`config.mk`:
```
export PLATFORM = sky130hd
export DESIGN_NAME = debounce_timer_arbiter
export DESIGN_NICKNAME = d
export VERILOG_FILES = /design/src/rtl/debounce_pkg.sv /design/src/rtl/rr_arbiter.sv /design/src/rtl/debounce_timer_arbiter.sv
export SDC_FILE = /design/constraint.sdc
export NUM_CORES = 1
export LEC_CHECK = 0
export CAP_MARGIN = 20
export CELL_PAD_IN_SITES_DETAIL_PLACEMENT = 2
export CELL_PAD_IN_SITES_GLOBAL_PLACEMENT = 2
export CORE_MARGIN = 5
export CORE_UTILIZATION = 25
export DETAILED_ROUTE_END_ITERATION = 16
export GPL_TIMING_DRIVEN = 0
export PLACE_DENSITY = 0.65
export SLEW_MARGIN = 20
export SYNTH_ARGS = -nofsm -noshare
export SYNTH_HDL_FRONTEND = slang
export SYNTH_HIERARCHICAL = 1
export SYNTH_SLANG_ARGS = --single-unit
```
`constraint.sdc`:
```
create_clock -name clk -period 1.9 [get_ports clk]
set_input_delay 0.19 -clock clk [delete_from_list [all_inputs] [get_ports clk]]
set_output_delay 0.19 -clock clk [all_outputs]
set_load 0.01 [all_outputs]
```
`src/rtl/debounce_pkg.sv`:
```
// Shared types and defaults for the multi-channel debouncer with one shared lockout timer.
package debounce_pkg;

    typedef enum logic [1:0] {
        STABLE  = 2'd0,
        PENDING = 2'd1,
        TIMING  = 2'd2
    } ch_state_t;

    typedef enum logic {
        T_IDLE = 1'b0,
        T_RUN  = 1'b1
    } timer_state_t;

    localparam int DEFAULT_NUM_CH        = 4;
    localparam int DEFAULT_COUNTER_WIDTH = 21;
    localparam int DEFAULT_TIMER_VALUE   = 2_000_000;

    // Index that follows idx when walking n slots cyclically.
    function automatic int rr_next(input int idx, input int n);
        return (idx + 1) % n;
    endfunction

endpackage

```
`src/rtl/rr_arbiter.sv`:
```
// Round-robin picker: first requester after the last granted index, wrapping.
// The last-granted pointer is held here and reloaded when a timer slot ends.
module rr_arbiter
    import debounce_pkg::*;
#(
    parameter int N = 4
) (
    input  logic                 clk,
    input  logic                 reset_n,
    input  logic [N-1:0]         req,
    input  logic                 last_we,
    input  logic [$clog2(N)-1:0] last,
    output logic                 gnt_valid,
    output logic [$clog2(N)-1:0] gnt_id
);

    localparam int IW = $clog2(N);

    logic [IW-1:0] ptr_q;
    logic [IW-1:0] idx_s;

    // Pointer reset to N-1 so that channel 0 is searched first.
    always_ff @(posedge clk or negedge reset_n) begin
        if (!reset_n) begin
            ptr_q <= IW'(N - 1);
        end else if (last_we) begin
            ptr_q <= last;
        end else begin
            ptr_q <= ptr_q;
        end
    end

    // Combinational search starting just after the pointer.
    always_comb begin
        gnt_valid = 1'b0;
        gnt_id    = '0;
        idx_s     = ptr_q;
        for (int k = 0; k < N; k++) begin
            idx_s = IW'(rr_next(int'(idx_s), N));
            if (!gnt_valid && req[idx_s]) begin
                gnt_valid = 1'b1;
                gnt_id    = idx_s;
            end else begin
                gnt_valid = gnt_valid;
            end
        end
    end

endmodule

```
`src/rtl/debounce_timer_arbiter.sv`:
```
// Early-detection debouncer: each channel follows its first edge immediately, then stays frozen
// until it has held the single shared lockout timer for TIMER_VALUE cycles.
module debounce_timer_arbiter
    import debounce_pkg::*;
#(
    parameter int NUM_CH        = DEFAULT_NUM_CH,
    parameter int COUNTER_WIDTH = DEFAULT_COUNTER_WIDTH,
    parameter int TIMER_VALUE   = DEFAULT_TIMER_VALUE
) (
    input  logic                      clk,
    input  logic                      reset_n,
    input  logic [NUM_CH-1:0]         in,
    output logic [NUM_CH-1:0]         out,
    output logic [NUM_CH-1:0]         lock,
    output logic                      busy,
    output logic [$clog2(NUM_CH)-1:0] grant_id
);

    localparam int IW = $clog2(NUM_CH);
    localparam logic [COUNTER_WIDTH-1:0] CNT_LAST = COUNTER_WIDTH'(TIMER_VALUE - 1);

    timer_state_t             timer_q;
    logic [COUNTER_WIDTH-1:0] counter_q;
    logic [COUNTER_WIDTH-1:0] counter_d;
    logic [IW-1:0]            grant_id_q;
    logic                     busy_q;

    logic [NUM_CH-1:0] pending_s;
    logic              gnt_valid_s;
    logic [IW-1:0]     gnt_id_s;
    logic              start_s;
    logic              expire_s;

    assign counter_d = counter_q + {{(COUNTER_WIDTH-1){1'b0}}, 1'b1};
    assign start_s   = (timer_q == T_IDLE) && gnt_valid_s;
    assign expire_s  = (timer_q == T_RUN) && (counter_q == CNT_LAST);

    rr_arbiter #(.N(NUM_CH)) u_arb (
        .clk       (clk),
        .reset_n   (reset_n),
        .req       (pending_s),
        .last_we   (expire_s),
        .last      (grant_id_q),
        .gnt_valid (gnt_valid_s),
        .gnt_id    (gnt_id_s)
    );

    for (genvar g = 0; g < NUM_CH; g++) begin : g_ch
        logic      s1_q;
        logic      s2_q;
        logic      out_q;
        logic      lock_q;
        ch_state_t state_q;

        // Synchronizer plus channel lockout FSM; edges seen while locked are dropped.
        always_ff @(posedge clk or negedge reset_n) begin
            if (!reset_n) begin
                s1_q    <= 1'b0;
                s2_q    <= 1'b0;
                out_q   <= 1'b0;
                lock_q  <= 1'b0;
                state_q <= STABLE;
            end else begin
                s1_q <= in[g];
                s2_q <= s1_q;
                case (state_q)
                    STABLE: begin
                        if (s2_q != out_q) begin
                            out_q   <= ~out_q;
                            lock_q  <= 1'b1;
                            state_q <= PENDING;
                        end
                    end
                    PENDING: begin
                        if (start_s && (gnt_id_s == IW'(g))) begin
                            state_q <= TIMING;
                        end
                    end
                    TIMING: begin
                        if (expire_s && (grant_id_q == IW'(g))) begin
                            lock_q  <= 1'b0;
                            state_q <= STABLE;
                        end
                    end
                    default: begin
                        lock_q  <= 1'b0;
                        state_q <= STABLE;
                    end
                endcase
            end
        end

        assign pending_s[g] = (state_q == PENDING);
        assign out[g]       = out_q;
        assign lock[g]      = lock_q;
    end

    // Shared timer: grant only from IDLE, so one idle cycle always separates two grants.
    always_ff @(posedge clk or negedge reset_n) begin
        if (!reset_n) begin
            timer_q    <= T_IDLE;
            counter_q  <= '0;
            grant_id_q <= '0;
            busy_q     <= 1'b0;
        end else begin
            case (timer_q)
                T_IDLE: begin
                    if (start_s) begin
                        grant_id_q <= gnt_id_s;
                        counter_q  <= '0;
                        busy_q     <= 1'b1;
                        timer_q    <= T_RUN;
                    end
                end
                T_RUN: begin
                    if (expire_s) begin
                        counter_q <= '0;
                        busy_q    <= 1'b0;
                        timer_q   <= T_IDLE;
                    end else begin
                        counter_q <= counter_d;
                    end
                end
                default: begin
                    counter_q <= '0;
                    busy_q    <= 1'b0;
                    timer_q   <= T_IDLE;
                end
            endcase
        end
    end

    assign busy     = busy_q;
    assign grant_id = grant_id_q;

endmodule

```
==> summary.md, run 1 <==
| Metric | Value |
|---|---|
| Status | finished with violations |
| Failing checks | negative setup slack |
| Total power draw | 0.00284 W |
| Max Clock Skew | 0.0102 ns |
| Full die area | 0.0124 mm² |
| Slowest stage delay, CP | 0.57 ns |
| Syn_nets | 273 |
| Port Buffers | 16 |
| Maximum number of pins on one net before global-route repair | 52 |
| Share of synthesized area spent on multiplexers | 4.24% |
| Peak clock frequency supported by timing | 487 MHz |
| Synth Area in Compound Gates | 15.1% |
| TritonCTS buffer count | 5 |
| Global Route Usage Sum | 12.2% |
| Reg clk slew, reported paths | 0.10 ns |
| Synthesis Warnings | 6 |
| Ant. Diodes | 0 |
| Synth Instances | 266 |
| Post-synth ARST share | 100% |
| Post-detailed-route DRC marker count | 0 |
| Synth-to-layout area growth | 34.1% |
| Fraction of the mapped netlist area in adder cells | 0.487% |
| HPWL reported at the end of detailed placement | 4760 µm |
| Maxcap violations | 0 |
| Final hold vios | 0 |
| Endpoints failing setup | 18 |
| Grt total ovfl | 0 |
| Share of the synthesized netlist area taken by xor and xnor gates | 1.36% |
| IO Count | 17 |
| Die W | 111 µm |
| Category of the worst setup path launch point | flop |
| Cell area after synthesis | 0.00257 mm² |
| Slew HR | 54.2% |
| Starting utilization of the core area | 25.2% |
| Storage element area | 0.00128 mm² |
| Crit Path Category | reg2reg |
| Placed cell count | 418 |
| Chip height | 111 µm |
| Largest family of logic cells by synthesized area | simple AND/OR/NAND/NOR gates |
| Critical Path AT | 2.26 ns |
| Synthesized-area fraction occupied by and/or/nand/nor cells | 23.5% |
| Number of synthesized register bits | 51 |
| Cell area power density | 823 mW/mm² |
| Total wire length | 7720 µm |
| DR vias | 2218 |
| Post-route minimum period | 2.05 ns |
| Count of clock tree sinks | 51 |
| FP Rows | 37 |
| Maximum root-to-sink buffer count | 2 |
| Count of H-tree levels built during CTS | 2 |
| Leak | 1.48 nW |
| Final max-slew violation count | 0 |
| Area used by multi-input combinational logic | 0.00134 mm² |
| Detailed-route wire length per cell | 17.0 µm |
| Share of post-route cells with drive strength above 1 | 30.6% |
| First-pass GRT wire length | 12600 µm |
| TritonCTS clock tree | done |
| Unique cell type count in the Yosys netlist | 52 |
| Slowest cell on crit path | sky130_fd_sc_hd__or4b_4 |
| Number of violations reported at the end of detailed-routing iteration 0 | 32 |
| Number of synthesized flops with an enable pin | 0 |
| Post-layout instance count excluding filler cells | 453 |
| Worst Path Required | 2.11 ns |
| RD Place Congestion | 0.703 |
| Sequential share of the synthesized area | 49.8% |
| IR Drop Worst-Case VDD | 361 µV |
| Clock latency of the later-clocked register in the worst-skew pair | 0.31 ns |
| Most used flip-flop cell after synthesis | sky130_fd_sc_hd__dfrtp_1 |
| Drt first pass iters | 4 |
| Layout net count | 324 |
| Setup WS post-layout | -0.154 ns |
| Min-delay worst type | in2reg |
| Period utilisation layout | 108% |
| Antenna violations before repair | 0 |
| Critical Path, Cell by Cell | or4b_4 -> nor4_4 -> buf_4 -> a21bo_4 -> buf_6 -> o21ai_2 -> a22o_1 |
| Core Box Area | 0.0102 mm² |
| Slew at the pin closest to its max-slew limit | 0.686 ns |
| Placement Cell Area | 0.00291 mm² |
| Final design instance area without fill | 0.00344 mm² |
| Layout filler cell count | 1146 |
| Endpoint type of the worst setup path | flop |
| Via density | 4.90 |
| Vias in the first global route | 2515 |
| Unrepaired setup endpoints after global routing | true |
| Reg-to-reg slack, setup | -0.15 ns |
| Maximum fanout count along the critical path | 5 |
| Clock tree root buffer cell | sky130_fd_sc_hd__clkbuf_8 |
| Antenna Violating Nets Remaining | 0 |
| Mean instance size in the synthesized netlist | 9.66 µm² |
==> cell usage after synthesis, types with 4 or more instances <==
master                     count  area [µm²]
sky130_fd_sc_hd__a31oi_1       7        43.8
sky130_fd_sc_hd__a21oi_1      16        80.1
sky130_fd_sc_hd__nand2_1      30         113
sky130_fd_sc_hd__inv_1        13        48.8
sky130_fd_sc_hd__nand3_1       9        45.0
sky130_fd_sc_hd__or3_1         5        31.3
sky130_fd_sc_hd__nor2b_1       6        37.5
sky130_fd_sc_hd__mux2_2        6        67.6
sky130_fd_sc_hd__dfrtp_1      49        1230
sky130_fd_sc_hd__o21ai_0       4        20.0
sky130_fd_sc_hd__nor3_1        5        25.0
sky130_fd_sc_hd__buf_4        10        75.1
sky130_fd_sc_hd__nand4_1       5        31.3
sky130_fd_sc_hd__o21ai_1       9        45.0
sky130_fd_sc_hd__nor2_1       29         109
sky130_fd_sc_hd__nand2b_1      6        37.5
==> routing by layer <==
layer	track usage (%)	part of all wire (%)
met1	14.7	42
met2	22.6	55
met3	2.01	1.8
met4	2.76	0.76
met5	0	0
==> sequential cells by signal (all words and copies together), names as in the netlist <==
name / flops
counter_q: 21
g_ch.state_q: 8
g_ch.lock_q: 4
g_ch.out_q: 4
g_ch.s1_q: 4
g_ch.s2_q: 4
grant_id: 2
u_arb/ptr_q: 2
busy: 1
timer_q: 1
==> area by class of cell <==
type | count | area share, %
inverter | 13 | 1.42
multi-input combinational | 188 | 39.0
sequential | 51 | 37.3
clock buffer | 5 | 2.00
buffer | 13 | 2.87
clock inverter | 2 | 1.09
tap | 136 | 4.94
timing repair buffer | 45 | 11.4
==> final timing paths <==
path,end,from,depth (start not counted)
min in group asynchronous,g_ch[1].s2_q,reset_n,2
worst min-delay path,g_ch[2].s1_q,in[2],1
worst max register to register,counter_q[8],counter_q[14],7
worst min register to register,g_ch[0].s2_q,g_ch[0].s1_q,0
max in group asynchronous,g_ch[3].state_q[0],reset_n,2
worst max-delay path,counter_q[8],counter_q[14],7
==> layout by cell type (no fill, tap or decap), types with 7 or more instances in the layout <==
master                             n
sky130_fd_sc_hd__nand3_1           7
sky130_fd_sc_hd__dfrtp_1          44
sky130_fd_sc_hd__a21oi_1          14
sky130_fd_sc_hd__inv_1            13
sky130_fd_sc_hd__buf_4            34
sky130_fd_sc_hd__clkdlybuf4s50_1  15
sky130_fd_sc_hd__nor2_1           26
sky130_fd_sc_hd__nand2_1          30
==> metrics by stage <==
stage               TNS, ns  utilization [%]  setup WS, ns  hold WS (ns)
floorplan                 0                -       0.00292        -0.106
global placement     -59.89             28.6         -1.11         0.333
detailed placement    -6.18             28.6        -0.301         0.292
CTS                  -0.359             32.2       -0.0772         0.303
global route          -3.67             33.8        -0.254         0.294
finish                -1.60             33.8        -0.154         0.315
==> where the power goes <==
part	switching, W	total (W)	internal [W]
logic	0.000271	0.000659	0.000388
registers	0.000187	0.00141	0.00123
clock network	0.000380	0.000766	0.000386
==> kinds of logic after synthesis <==
group                      count (synthesis)
buffers and inverters                     27
and+or+nand+nor                          114
muxes                                     10
xor gates and xnor gates                   4
DFF                                       51
adders and majority gates                  1
AOI/OAI and AO/OA                         59
==> worst max-delay path, delay by kind of cell, from the launching register on <==
family,cells,cell delay [ns]
compound gates,3,0.44
buf+inv,2,0.32
flops,1,0.42
simple gates,2,0.78
==> what timing repair did <==
action | in CTS | in global routing
resized for setup | 27 | 23
endpoints found under the setup margin | 33 | 31
buffers inserted | 17 | 10
hold buffers | 1 | 0
pin swaps | 4 | 9
hold endpoints to repair | 49 | 0
cloned | 0 | 1
Note: power is estimated with default switching activity, not from simulation.
==> inputs of run 2 (changes only) <==
--- a/config.mk
+++ b/config.mk
@@ -6,13 +6,13 @@
 export NUM_CORES = 1
 export LEC_CHECK = 0
 export CAP_MARGIN = 20
-export CELL_PAD_IN_SITES_DETAIL_PLACEMENT = 2
-export CELL_PAD_IN_SITES_GLOBAL_PLACEMENT = 2
+export CELL_PAD_IN_SITES_DETAIL_PLACEMENT = 1
+export CELL_PAD_IN_SITES_GLOBAL_PLACEMENT = 1
 export CORE_MARGIN = 5
 export CORE_UTILIZATION = 25
 export DETAILED_ROUTE_END_ITERATION = 16
 export GPL_TIMING_DRIVEN = 0
-export PLACE_DENSITY = 0.65
+export PLACE_DENSITY = 0.57
 export SLEW_MARGIN = 20
 export SYNTH_ARGS = -nofsm -noshare
 export SYNTH_HDL_FRONTEND = slang
==> run 2 against run 1 <==
Against the previous run:
- the run still ends with negative setup slack left
- largest power group unchanged
- global-route usage shrank 1.2 points
- highest routed layer unchanged
- final area rose by 2.0%
- sequential share of layout area down 0.79 points
- routed wire length fell by 12%
==> summary.md, run 2 (synthesized netlist as in run 1, its figures left out) <==
| Metric | Value |
|---|---|
| Slew HR | 54.7% |
| Antenna Violating Nets Remaining | 0 |
| Final max-slew violation count | 0 |
| Fraction of power spent switching nets | 29.9% |
| Most frequent standard cell in the layout excluding fill and tap cells | sky130_fd_sc_hd__dfrtp_1 |
| Period utilisation layout | 104% |
| Max Clock Skew | 0.0124 ns |
| Reg-to-Reg Start | counter_q[14] |
| Vias in the first global route | 2320 |
| Antenna violations before repair | 0 |
| Sum of negative setup slack | -0.712 ns |
| Setup WS post-layout | -0.0820 ns |
| IO Count | 17 |
| Clock share of power | 28.3% |
| Endpoint type of the worst setup path | flop |
| Worst R2R Path Depth | 7 |
| Share of post-route cells with drive strength above 1 | 31.4% |
| Final core utilization | 34.5% |
| Worst flop-to-flop path endpoint | g_ch[2].lock_q |
| Reg-to-reg slack, setup | -0.08 ns |
| Crit Path Category | reg2reg |
| Number of violations reported at the end of detailed-routing iteration 0 | 42 |
| First-pass GRT wire length | 11400 µm |
| Port Buffers | 16 |
| Maximum fanout count along the critical path | 5 |
| Post-route minimum period | 1.98 ns |
| Post-detailed-route DRC marker count | 0 |
| Leak | 1.51 nW |
| Largest registers in the final layout | counter_q (21), g_ch.state_q (8) |
| Starting utilization of the core area | 25.2% |
| Max FFs per register | 21 |
| Status | finished with violations |
| Critical hold path startpoint | in[1] |
| Worst slack after detailed placement | -0.284 ns |
| Count of H-tree levels built during CTS | 2 |
| Commonest cells after routing, fill and taps aside | sky130_fd_sc_hd__dfrtp_1, sky130_fd_sc_hd__nand2_1, sky130_fd_sc_hd__nor2_1, sky130_fd_sc_hd__buf_4, sky130_fd_sc_hd__clkdlybuf4s50_1 |
| Power Internal | 0.00197 W |
| Layout net count | 321 |
| Unrepaired setup endpoints after global routing | true |
| Min-delay worst type | in2reg |
| TritonCTS buffer count | 5 |
| Die W | 111 µm |
| Critical Path AT | 2.17 ns |
| Endpoints failing setup | 14 |
| Hold EP | g_ch[1].s1_q |
| RD Place Congestion | 0.724 |
| HPWL reported at the end of detailed placement | 4270 µm |
| DR vias | 2144 |
| Part of the power in combinational logic | 21.4% |
| Global Route Usage Sum | 11.0% |
| Count of clock tree sinks | 51 |
| Maxcap violations | 0 |
| Cell area power density | 800 mW/mm² |
| Core Box Area | 0.0102 mm² |
| TritonCTS clock tree | done |
| Number of cells on the worst hold path | 1 |
| Maximum root-to-sink buffer count | 2 |
| Largest reg by FF count | counter_q |
| Maximum number of pins on one net before global-route repair | 52 |
| Clock latency of the later-clocked register in the worst-skew pair | 0.31 ns |
| Reg clk slew, reported paths | 0.11 ns |
| Category of the worst setup path launch point | flop |
| Share of power burned in registers | 50.3% |
| Final hold vios | 0 |
| Total net switching power | 0.000839 W |
| Drt first pass iters | 4 |
| Grt total ovfl | 0 |
| Slew at the pin closest to its max-slew limit | 0.679 ns |
| Peak clock frequency supported by timing | 505 MHz |
| Synth-to-layout area growth | 36.7% |
| Ant. Diodes | 0 |
| Total power draw | 0.00281 W |
| Via density | 4.75 |
| Clock tree root buffer cell | sky130_fd_sc_hd__clkbuf_8 |
| Worst Path Required | 2.09 ns |
| Total wire length | 6770 µm |
| IR Drop Worst-Case VDD | 629 µV |
| FP Rows | 37 |
| Failing checks | negative setup slack |
| Chip height | 111 µm |
| Detailed-route wire length per cell | 15.0 µm |
| Full die area | 0.0124 mm² |
==> run 2: cell types whose count changed in the layout (fill, tap and decap cells not counted), sizes merged <==
cell      before  now
clkinvlp       1    0
clkinv         0    1
inv           13   14
buf           39   35
a21boi         1    2
==> run 2: metal layers <==
metal | vias to the layer above | GRT usage (%) | wire length (µm)
met4 | 0 | 1.46 | 19
met3 | 2 | 2.93 | 148
li1 | 1037 | - | -
met5 | - | 0 | 0
met2 | 17 | 19.2 | 3470
met1 | 1088 | 14.0 | 3130
==> run 2: worst max-delay path by stage <==
| stage | endpoint | slack, ns | startpoint |
|---|---|---|---|
| 6_report | g_ch[2].lock_q | -0.08 | counter_q[14] |
| 2_1_floorplan | g_ch[3].state_q[1] | 0.003 | counter_q[11] |
| 4_1_cts | g_ch[2].lock_q | -0.09 | counter_q[14] |
| 5_1_grt | g_ch[1].lock_q | -0.19 | counter_q[14] |
| 3_3_place_gp | counter_q[10] | -1.06 | reset_n |
| 3_5_place_dp | counter_q[9] | -0.28 | g_ch[3].state_q[0] |
==> run 2: area by class of cell <==
cell class	instances	area, µm²
clock buffers	5	68.8
well taps	136	170
flip-flops and latches	51	1280
clock inverters	3	47.5
repair buffers	40	372
plain buffers	14	110
multi-input cells	189	1410
fillers	1169	6670
inverters	13	48.8
==> run 2: what timing repair did <==
| item | CTS | global route |
|---|---|---|
| endpoints found under the setup margin | 31 | 36 |
| cloned | 0 | 2 |
| hold buffers | 1 | 0 |
| setup buffers | 17 | 6 |
| resized for setup | 24 | 42 |
| hold endpoints to repair | 49 | 0 |
| pin swaps | 7 | 9 |
==> run 2: stage by stage <==
| stage | area (µm²) | hold WS, ns | cells |
|---|---|---|---|
| final | 3510 | 0.316 | 451 |
| after global routing | 3510 | 0.300 | 451 |
| after detailed placement | 2910 | 0.285 | 418 |
| after floorplan | 2580 | -0.106 | 266 |
| after CTS | 3280 | 0.303 | 444 |
| after global placement | 2910 | 0.333 | 418 |
==> run 2: power by group through the flow <==
stage                     clock network [W]  registers, W  logic [W]
after global placement                    0       0.00142   0.000547
after detailed placement                  0       0.00142   0.000563
final                              0.000794       0.00141   0.000602
after floorplan                           0       0.00138   0.000370
after CTS                          0.000835       0.00141   0.000596
after global routing               0.000886       0.00145   0.000668
==> run 2: worst max-delay path, stage by stage, from the launching register on <==
cell and delay, ns:
sky130_fd_sc_hd__dfrtp_1 0.41, sky130_fd_sc_hd__or4b_4 0.55, sky130_fd_sc_hd__nor4_4 0.20, sky130_fd_sc_hd__and3_1 0.22, sky130_fd_sc_hd__buf_6 0.13, sky130_fd_sc_hd__buf_12 0.10, sky130_fd_sc_hd__and3b_1 0.18, sky130_fd_sc_hd__o32ai_1 0.08
==> inputs of run 3 (changes only) <==
--- a/config.mk
+++ b/config.mk
@@ -13,6 +13,7 @@
 export DETAILED_ROUTE_END_ITERATION = 16
 export GPL_TIMING_DRIVEN = 0
 export PLACE_DENSITY = 0.57
+export REMOVE_ABC_BUFFERS = 1
 export SLEW_MARGIN = 20
 export SYNTH_ARGS = -nofsm -noshare
 export SYNTH_HDL_FRONTEND = slang
==> run 3 against run 2 <==
Against the previous run:
- the run still ends with negative setup slack left
- routed wire length is 5.7% lower
- final cell count shrank 2.2%
- critical path depth is 1 lower
- die area unchanged
- critical path type unchanged
==> summary.md, run 3 (synthesized netlist as in run 1, its figures left out) <==
| Metric | Value |
|---|---|
| FP Rows | 37 |
| Vias in the first global route | 2156 |
| Commonest cells after routing, fill and taps aside | sky130_fd_sc_hd__dfrtp_1, sky130_fd_sc_hd__nand2_1, sky130_fd_sc_hd__nor2_1, sky130_fd_sc_hd__buf_4, sky130_fd_sc_hd__a21oi_1 |
| Placement Cell Area | 0.00281 mm² |
| Period utilisation layout | 105% |
| HPWL reported at the end of detailed placement | 3950 µm |
| Number of violations reported at the end of detailed-routing iteration 0 | 59 |
| Share of post-route cells with drive strength above 1 | 27.2% |
| Number of cells on the worst hold path | 1 |
| Largest registers in the final layout | counter_q (21), g_ch.state_q (8) |
| DR vias | 2075 |
| Post-route minimum period | 2.00 ns |
| Chip height | 111 µm |
| Reg-to-Reg Start | counter_q[13] |
| Min-delay worst type | in2reg |
| Most frequent standard cell in the layout excluding fill and tap cells | sky130_fd_sc_hd__dfrtp_1 |
| Max Clock Skew | 0.00891 ns |
| Clock latency of the later-clocked register in the worst-skew pair | 0.30 ns |
| Full die area | 0.0124 mm² |
| Max FFs per register | 21 |
| IO Count | 17 |
| Grt total ovfl | 0 |
| Count of H-tree levels built during CTS | 2 |
| Total wire length | 6380 µm |
| Cell area power density | 815 mW/mm² |
| Ant. Diodes | 0 |
| IR Drop Worst-Case VDD | 525 µV |
| Reg clk slew, reported paths | 0.10 ns |
| Setup WS post-layout | -0.102 ns |
| Global Route Usage Sum | 10.5% |
| Largest reg by FF count | counter_q |
| Drt first pass iters | 4 |
| Slew at the pin closest to its max-slew limit | 0.664 ns |
| Crit Path Category | reg2reg |
| Reg-to-reg slack, setup | -0.10 ns |
| Detailed-route wire length per cell | 14.5 µm |
| Antenna violations before repair | 0 |
| Failing checks | negative setup slack |
| Endpoints failing setup | 20 |
| TritonCTS clock tree | done |
| Endpoint type of the worst setup path | flop |
| Clock tree root buffer cell | sky130_fd_sc_hd__clkbuf_8 |
| First-pass GRT wire length | 10900 µm |
| TritonCTS buffer count | 5 |
| Starting utilization of the core area | 25.2% |
| Unrepaired setup endpoints after global routing | true |
| Final hold vios | 0 |
| Maxcap violations | 0 |
| Worst R2R Path Depth | 6 |
| Status | finished with violations |
| Final hold slack | 0.327 ns |
| Slew HR | 55.8% |
| Layout filler cell count | 1179 |
| Peak clock frequency supported by timing | 500 MHz |
| Synth-to-layout area growth | 31.2% |
| Leak | 1.42 nW |
| Via density | 4.71 |
| Port Buffers | 16 |
| Worst Path Required | 2.08 ns |
| Layout net count | 311 |
| Maximum root-to-sink buffer count | 2 |
| Core Box Area | 0.0102 mm² |
| RD Place Congestion | 0.706 |
| Worst flop-to-flop path endpoint | g_ch[1].lock_q |
| Final max-slew violation count | 0 |
| Die W | 111 µm |
| Maximum fanout count along the critical path | 4 |
| Antenna Violating Nets Remaining | 0 |
| Post-detailed-route DRC marker count | 0 |
| Critical Path AT | 2.18 ns |
| Category of the worst setup path launch point | flop |
| Critical hold path startpoint | in[0] |
| Final design instance area without fill | 0.00337 mm² |
| Maximum number of pins on one net before global-route repair | 52 |
| Count of clock tree sinks | 51 |
| Hold EP | g_ch[0].s1_q |
run 3: critical path: stages, from the launching register on:
cell	delay, ns
sky130_fd_sc_hd__dfrtp_2	0.46
sky130_fd_sc_hd__or4b_4	0.54
sky130_fd_sc_hd__nor3_4	0.20
sky130_fd_sc_hd__and3_4	0.29
sky130_fd_sc_hd__buf_12	0.11
sky130_fd_sc_hd__and3b_2	0.20
sky130_fd_sc_hd__o32ai_1	0.08
run 3: power by group:
group / internal, W / switching [W]
Clock: 0.000394 / 0.000375
Combinational: 0.000322 / 0.000244
Sequential: 0.00122 / 0.000188
Total: 0.00194 / 0.000807
run 3: through the flow:
step	total power, W	TNS [ns]	worst slack, ns	cells	utilization, %
2_1_floorplan	0.00168	-0.0973	-0.0884	252	-
3_3_place_gp	0.00189	-59.75	-1.04	404	27.6
3_5_place_dp	0.00191	-7.05	-0.504	404	27.6
4_1_cts	0.00274	-0.514	-0.0874	429	31.3
5_1_grt	0.00292	-2.81	-0.185	441	33.1
6_report	0.00274	-1.08	-0.102	441	33.1
run 3: what timing repair did:
action                     in CTS  in global routing
hold endpoints to repair       49                  0
pin swaps                      13                 10
hold buffers                    1                  0
resized for setup              26                 20
setup buffers                  16                 12
setup endpoints to repair      32                 33
run 3: worst max-delay path by stage:
stage | endpoint | from | depth (start not counted)
after floorplan | g_ch[3].state_q[1] | counter_q[11] | 5
after global placement | counter_q[9] | reset_n | 1
after detailed placement | g_ch[3].state_q[1] | counter_q[0] | 6
after CTS | g_ch[3].state_q[1] | counter_q[12] | 5
after global routing | g_ch[1].lock_q | counter_q[13] | 6
final | g_ch[1].lock_q | counter_q[13] | 6
run 3: cell type report:
| cell class | count | area (µm²) | share of cell area (%) |
|---|---|---|---|
| Clock buffer | 6 | 72.6 | 2.15 |
| Clock inverter | 2 | 37.5 | 1.11 |
| Inverter | 13 | 48.8 | 1.45 |
| Tap cell | 136 | 170 | 5.05 |
| Sequential cell | 51 | 1280 | 38.1 |
| Timing Repair Buffer | 45 | 414 | 12.3 |
| Multi-Input combinational cell | 188 | 1340 | 39.9 |
run 3: routing by layer:
| metal | global-route usage [%] | share of wire (%) | up-vias |
|---|---|---|---|
| met5 | 0 | 0 | - |
| met4 | 1.95 | 0.53 | 0 |
| met3 | 2.17 | 2.7 | 2 |
| met2 | 17.3 | 50 | 24 |
| met1 | 14.3 | 47 | 1035 |
| li1 | - | - | 1014 |
